[src/rtl/branch_predictor.sv]
// Branch resolve-and-predict unit: resolves MIPS branches/jumps with delay-slot semantics and
// keeps a direct-mapped BTB with saturating direction counters for fetch-stage prediction.
module branch_predictor #(
   parameter int unsigned BTB_DEPTH = 64,
   parameter int unsigned CTR_WIDTH = 2
) (
   input  logic        clk,
   input  logic        resetn,
   input  logic        lookup_valid,
   input  logic [31:0] lookup_pc,
   output logic        pred_valid,
   output logic        pred_hit,
   output logic        pred_taken,
   output logic [31:0] pred_target,
   input  logic        resolve_valid,
   input  logic [31:0] resolve_pc,
   input  logic [31:0] resolve_instr,
   input  logic [31:0] resolve_rs,
   input  logic [31:0] resolve_rt,
   input  logic        resolve_pred_taken,
   input  logic [31:0] resolve_pred_target,
   output logic        res_valid,
   output logic        res_taken,
   output logic [31:0] res_new_pc,
   output logic        res_mispredict,
   output logic        res_link,
   output logic [31:0] res_link_value,
   output logic        res_ri,
   output logic [31:0] mispredict_count
);

   localparam int unsigned IDX   = $clog2(BTB_DEPTH);
   localparam int unsigned TAG_W = 30 - IDX;
   localparam logic [CTR_WIDTH-1:0] CTR_MAX  = '1;
   localparam logic [CTR_WIDTH-1:0] CTR_WEAK = CTR_MAX ^ (CTR_MAX >> 1);
   localparam logic [CTR_WIDTH-1:0] CTR_ONE  = CTR_WIDTH'(1);

   localparam logic [5:0] OP_REGIMM = 6'h01;
   localparam logic [5:0] OP_J      = 6'h02;
   localparam logic [5:0] OP_JAL    = 6'h03;
   localparam logic [5:0] OP_BEQ    = 6'h04;
   localparam logic [5:0] OP_BNE    = 6'h05;
   localparam logic [5:0] OP_BLEZ   = 6'h06;
   localparam logic [5:0] OP_BGTZ   = 6'h07;

   logic [BTB_DEPTH-1:0] btb_valid;
   logic [TAG_W-1:0]     btb_tag    [BTB_DEPTH];
   logic [31:0]          btb_target [BTB_DEPTH];
   logic [CTR_WIDTH-1:0] btb_ctr    [BTB_DEPTH];

   // Lookup path: reads current contents, so a same-cycle update is not yet visible.
   logic [IDX-1:0] lk_idx;
   logic           lk_hit;
   logic           lk_taken;
   logic [31:0]    lk_target;

   always_comb begin
      lk_idx    = lookup_pc[IDX+1:2];
      lk_hit    = btb_valid[lk_idx] && (btb_tag[lk_idx] == lookup_pc[31:IDX+2]);
      lk_taken  = lk_hit && btb_ctr[lk_idx][CTR_WIDTH-1];
      lk_target = lk_taken ? btb_target[lk_idx] : lookup_pc + 32'd8;
   end

   // Resolve decode
   logic [5:0]  opcode;
   logic [4:0]  rt_sel;
   logic [31:0] imm_ext;
   logic [31:0] pc_plus8;
   logic [31:0] br_target;
   logic [31:0] j_target;
   logic        dec_taken;
   logic [31:0] dec_target;
   logic        dec_link;
   logic        dec_ri;
   logic        dec_jump;
   logic        dec_mispredict;
   logic [31:0] dec_new_pc;

   always_comb begin
      opcode     = resolve_instr[31:26];
      rt_sel     = resolve_instr[20:16];
      imm_ext    = {{14{resolve_instr[15]}}, resolve_instr[15:0], 2'b00};
      pc_plus8   = resolve_pc + 32'd8;
      br_target  = resolve_pc + 32'd4 + imm_ext;
      j_target   = {resolve_pc[31:28], resolve_instr[25:0], 2'b00};
      dec_taken  = 1'b0;
      dec_target = br_target;
      dec_link   = 1'b0;
      dec_ri     = 1'b0;
      dec_jump   = 1'b0;
      case (opcode)
         OP_REGIMM: begin
            case (rt_sel)
               5'h00: dec_taken = $signed(resolve_rs) < 0;
               5'h01: dec_taken = $signed(resolve_rs) >= 0;
               5'h10: begin
                  dec_taken = $signed(resolve_rs) < 0;
                  dec_link  = 1'b1;
               end
               5'h11: begin
                  dec_taken = $signed(resolve_rs) >= 0;
                  dec_link  = 1'b1;
               end
               default: dec_ri = 1'b1;
            endcase
         end
         OP_J: begin
            dec_taken  = 1'b1;
            dec_jump   = 1'b1;
            dec_target = j_target;
         end
         OP_JAL: begin
            dec_taken  = 1'b1;
            dec_jump   = 1'b1;
            dec_link   = 1'b1;
            dec_target = j_target;
         end
         OP_BEQ:  dec_taken = resolve_rs == resolve_rt;
         OP_BNE:  dec_taken = resolve_rs != resolve_rt;
         OP_BLEZ: dec_taken = $signed(resolve_rs) <= 0;
         OP_BGTZ: dec_taken = $signed(resolve_rs) > 0;
         default: dec_ri = 1'b1;
      endcase
      dec_mispredict = !dec_ri && ((dec_taken != resolve_pred_taken) ||
                                   (dec_taken && (dec_target != resolve_pred_target)));
      dec_new_pc     = (!dec_ri && dec_taken) ? dec_target : pc_plus8;
   end

   // BTB update
   logic [IDX-1:0]       up_idx;
   logic                 up_hit;
   logic                 up_en;
   logic [CTR_WIDTH-1:0] up_ctr;
   logic [31:0]          up_target;

   always_comb begin
      up_idx    = resolve_pc[IDX+1:2];
      up_hit    = btb_valid[up_idx] && (btb_tag[up_idx] == resolve_pc[31:IDX+2]);
      up_en     = resolve_valid && !dec_ri && (up_hit || dec_taken);
      up_target = dec_target;
      up_ctr    = dec_jump ? CTR_MAX : CTR_WEAK;
      if (up_hit) begin
         if (dec_taken) begin
            up_ctr = (btb_ctr[up_idx] == CTR_MAX) ? CTR_MAX : btb_ctr[up_idx] + CTR_ONE;
         end else begin
            up_ctr    = (btb_ctr[up_idx] == '0) ? '0 : btb_ctr[up_idx] - CTR_ONE;
            up_target = btb_target[up_idx];
         end
      end
   end

   always_ff @(posedge clk or negedge resetn) begin
      if (!resetn) begin
         btb_valid <= '0;
      end else if (up_en) begin
         btb_valid[up_idx] <= 1'b1;
      end
   end

   always_ff @(posedge clk) begin
      if (up_en) begin
         btb_tag[up_idx]    <= resolve_pc[31:IDX+2];
         btb_target[up_idx] <= up_target;
         btb_ctr[up_idx]    <= up_ctr;
      end
   end

   always_ff @(posedge clk or negedge resetn) begin
      if (!resetn) begin
         pred_valid  <= 1'b0;
         pred_hit    <= 1'b0;
         pred_taken  <= 1'b0;
         pred_target <= '0;
      end else begin
         pred_valid <= lookup_valid;
         if (lookup_valid) begin
            pred_hit    <= lk_hit;
            pred_taken  <= lk_taken;
            pred_target <= lk_target;
         end
      end
   end

   always_ff @(posedge clk or negedge resetn) begin
      if (!resetn) begin
         res_valid      <= 1'b0;
         res_taken      <= 1'b0;
         res_new_pc     <= '0;
         res_mispredict <= 1'b0;
         res_link       <= 1'b0;
         res_link_value <= '0;
         res_ri         <= 1'b0;
      end else begin
         res_valid <= resolve_valid;
         if (resolve_valid) begin
            res_taken      <= dec_taken && !dec_ri;
            res_new_pc     <= dec_new_pc;
            res_mispredict <= dec_mispredict;
            res_link       <= dec_link && !dec_ri;
            res_link_value <= pc_plus8;
            res_ri         <= dec_ri;
         end
      end
   end

   logic [31:0] mispredict_count_q;
   logic [31:0] mispredict_count_d;

   always_comb begin
      mispredict_count_d = mispredict_count_q + {31'b0, resolve_valid && dec_mispredict};
   end

   always_ff @(posedge clk or negedge resetn) begin
      if (!resetn) begin
         mispredict_count_q <= '0;
      end else begin
         mispredict_count_q <= mispredict_count_d;
      end
   end

   assign mispredict_count = mispredict_count_q;

endmodule
[config.mk]
export PLATFORM = sky130hd
export DESIGN_NAME = branch_predictor
export DESIGN_NICKNAME = d
export VERILOG_FILES = /design/src/rtl/branch_predictor.sv
export SDC_FILE = /design/constraint.sdc
export NUM_CORES = 2
export LEC_CHECK = 0
export CELL_PAD_IN_SITES_DETAIL_PLACEMENT = 1
export CELL_PAD_IN_SITES_GLOBAL_PLACEMENT = 2
export CORE_UTILIZATION = 44
export CTS_CLUSTER_DIAMETER = 40
export CTS_CLUSTER_SIZE = 20
export DETAILED_ROUTE_END_ITERATION = 12
export PLACE_DENSITY_LB_ADDON = 0.12
export SLEW_MARGIN = 20
export SYNTH_ARGS = -nofsm -noshare
export SYNTH_HDL_FRONTEND = slang
export SYNTH_SLANG_ARGS = --single-unit
[constraint.sdc]
create_clock -name clk -period 5.4 [get_ports clk]
set_clock_uncertainty 0.1 [all_clocks]
set_input_delay 1.08 -clock clk [delete_from_list [all_inputs] [get_ports clk]]
set_output_delay 1.08 -clock clk [all_outputs]
set_load 0.02 [all_outputs]
==> reports/results.ini <==
[cells_and_area]
syn_to_final_growth_pct=26.4
layout_commonest_cell=edfxtp_1
mostFrequentLayoutCells=edfxtp_1, mux4_2, buf_4
instances_no_fill=16003
n_fill_cell=33187
layout-drive-gt1-share=0.382
nNetsFinal=10722

[yosys]
synth_cells=8622
netlist-cell-type-count=84
synthFlopType=edfxtp_1
postSynthAreaPerCell_um2=19.6
synth-async-reset-ratio=0.0511
ys_ff_latch=3912
synth_edf_count=3712
syn_nets=8884
ys_warn_count=0
yosysSeqAreaShare=0.688
synth_area_mm2=0.169

[sta]
whs_ns=0.268
worst_slew_pin_slew_ns=1.21
fin_crit_sh=0.998
hold_viol_final=0
min_period_ns=5.39
setup_viol=0
max_freq_mhz=186
slew_headroom=0.194
tns_ns=0
maxSlewViolCount=0

[placed_design]
dp_hpwl_um=451000
portBuffers=332
gp_congestion=0.956
dp.cells=14893

[critical_path]
worstSetupStartpointType=input pin
path_depth=20
r2r_slack_ns=0.23
worstPathRequired_ns=6.02
crit_family=buffers and inverters
r2r-start=btb_tag[26][10]
critPathLaunch=resolve_pc[6]
cp.arrival_ns=6.01
cp-endpoint=btb_tag[31][7]
crit_slowest_cell=clkdlybuf4s50_1
r2r_end=btb_tag[31][7]
cp-end-kind=register
cpPeakStageDelay_ns=0.51
path_cells=clkdlybuf4s50_1 > buf_4 > nor2b_1 > buf_12 > nand2_4 > buf_12 > o22ai_1 > nor4_1 > buf_4 > xnor2_1 > nor4_2 > buf_4 > nand3_1 > nor4_2 > buf_4 > a21o_4 > nand3_2 > buf_12 > nor2_4 > buf_12
path_max_fanout=18
critPathBufInv=9
crit_type=input pin to register
reg2regPathDepth=17

[clocking]
insertion_delay_ns=1.08
ctsRootBufferMaster=clkbuf_16
numCtsBuffers=573
clk_pin_slew_ns=0.05
clock_path_buffers=4
cts_tree=built
cts_max_level=6
numClockSinks=3912

[global_route]
track_usage=0.341
gr-total-overflow=0
grt_pass1_wl_um=906000
antenna_found_initial=47
grt_pass1_vias=107061
grt_max_degree=127

[route]
via_count=104183
wl_per_cell_um=41.8
via_per_inst=6.51
final_antenna_net_count=0
drtIter0Drc=12619
wl_um=669000
drtPass1Iterations=5
drc_errors=0

[die]
die_w_um=622
core_area_mm2=0.383
rows=227
chipHeight_um=622
num_io_pins=333
initial_core_util=0.442
die-area_mm2=0.387

[min_path]
hold_path_depth=2
hp-class=input pin to register

[power_and_ir_drop]
leakagePower_nw=72.3
vdd_drop_max_uv=342
cellPowerDensity_mw_per_mm2=379

[outcome]
status=finished, final reports clean

[flow_run]
cap_violations=0

## worst min path at each step
stage                         startpoint                   end  slack (ns)
floorplan                  btb_valid[17]         btb_valid[17]        0.35
global placement    mispredict_count[31]  mispredict_count[31]        0.37
detailed placement             res_taken             res_taken        0.38
CTS                        resolve_valid     res_link_value[2]        0.22
global route               resolve_valid     res_link_value[2]        0.28
finish                     resolve_valid     res_link_value[2]        0.27
## Yosys cell counts, types with 27 or more instances
cell / count / share of area
nor2b_1: 28 / 0.0010
buf_4: 66 / 0.0029
edfxtp_1: 3712 / 0.66
nor4_1: 37 / 0.0014
a221oi_1: 27 / 0.0014
mux4_2: 1341 / 0.18
and3_1: 31 / 0.0011
buf_6: 31 / 0.0021
mux2_2: 64 / 0.0043
nor3_1: 63 / 0.0019
buf_2: 138 / 0.0041
nand3_1: 103 / 0.0030
dfrtp_1: 200 / 0.030
o22ai_1: 165 / 0.0061
buf_1: 63 / 0.0014
xor2_1: 63 / 0.0033
a21oi_1: 148 / 0.0044
clkbuf_1: 259 / 0.0057
a31oi_1: 33 / 0.0012
nand4_1: 48 / 0.0018
a211oi_1: 33 / 0.0015
xnor2_1: 145 / 0.0075
inv_1: 54 / 0.0012
nand2_1: 232 / 0.0051
ha_1: 64 / 0.0047
a22oi_1: 69 / 0.0031
o221ai_1: 84 / 0.0043
nor2_1: 335 / 0.0074
mux2i_1: 530 / 0.031
o21ai_0: 95 / 0.0028
o21bai_1: 74 / 0.0033
## power breakdown
group | leakage, nW | internal (W) | switching (W)
registers | 36.0 | 0.0343 | 0.0000895
clock network | 9.57 | 0.0235 | 0.0152
logic | 26.8 | 0.00285 | 0.00522
## layer usage
| metal | wire length (um) | up-vias | track usage |
|---|---|---|---|
| met5 | 92 | - | 0 |
| met4 | 42800 | 14 | 0.188 |
| met3 | 56200 | 1490 | 0.0616 |
| met2 | 319000 | 5814 | 0.546 |
| met1 | 251000 | 56559 | 0.444 |
| li1 | - | 40306 | - |
## repair_timing
action / in CTS / in global routing
setup buffers: 1 / 22
hold endpoints to repair: 55 / 0
gates resized for setup: 22 / 68
endpoints found under the setup margin: 1812 / 1642
pin swaps: 4 / 17
hold buffers: 1 / 0
cloned: 1 / 5
## sequential cells by signal, indices dropped and copies added, names as in the netlist
signal / count
btb_ctr: 128
btb_tag: 1536
btb_target: 2048
btb_valid: 64
mispredict_count: 32
pred_hit: 1
pred_taken: 1
pred_target: 32
pred_valid: 1
res_link: 1
res_link_value: 32
res_mispredict: 1
res_new_pc: 32
res_ri: 1
res_taken: 1
res_valid: 1
## cell families (layout without fill, tap and decap cells)
family	count (synthesis)	count (layout)	synth area share
mux	1936	1936	0.214
xor+xnor	208	208	0.0108
fa+ha+maj	66	66	0.00491
other cells	0	29	0
buf+inv	626	2940	0.0184
flops	3912	3912	0.688
simple gates	979	979	0.0272
compound gates	895	895	0.0366
## layout make-up
type	count	area, um^2	share of cell area
Multi-Input combinational cell	4084	51600	0.241
Clock buffer	632	14800	0.0692
Clock inverter	419	5080	0.0237
Timing Repair Buffer	1827	19300	0.0903
Tap cell	5038	6300	0.0295
Inverter	62	275	0.00129
Sequential cell	3912	116000	0.545
Antenna cell	29	72.6	0.000339
## through the flow
step,total power (W),utilization,setup slack [ns],area [um^2]
floorplan,0.0385,-,-1.46,170000
global placement,0.0427,0.505,-2.03,193000
detailed placement,0.0429,0.505,-1.72,193000
CTS,0.0814,0.557,-0.0185,213000
global route,0.0828,0.559,-0.0256,214000
finish,0.0811,0.559,0.00926,214000
Power figures use the tool's default switching activity.
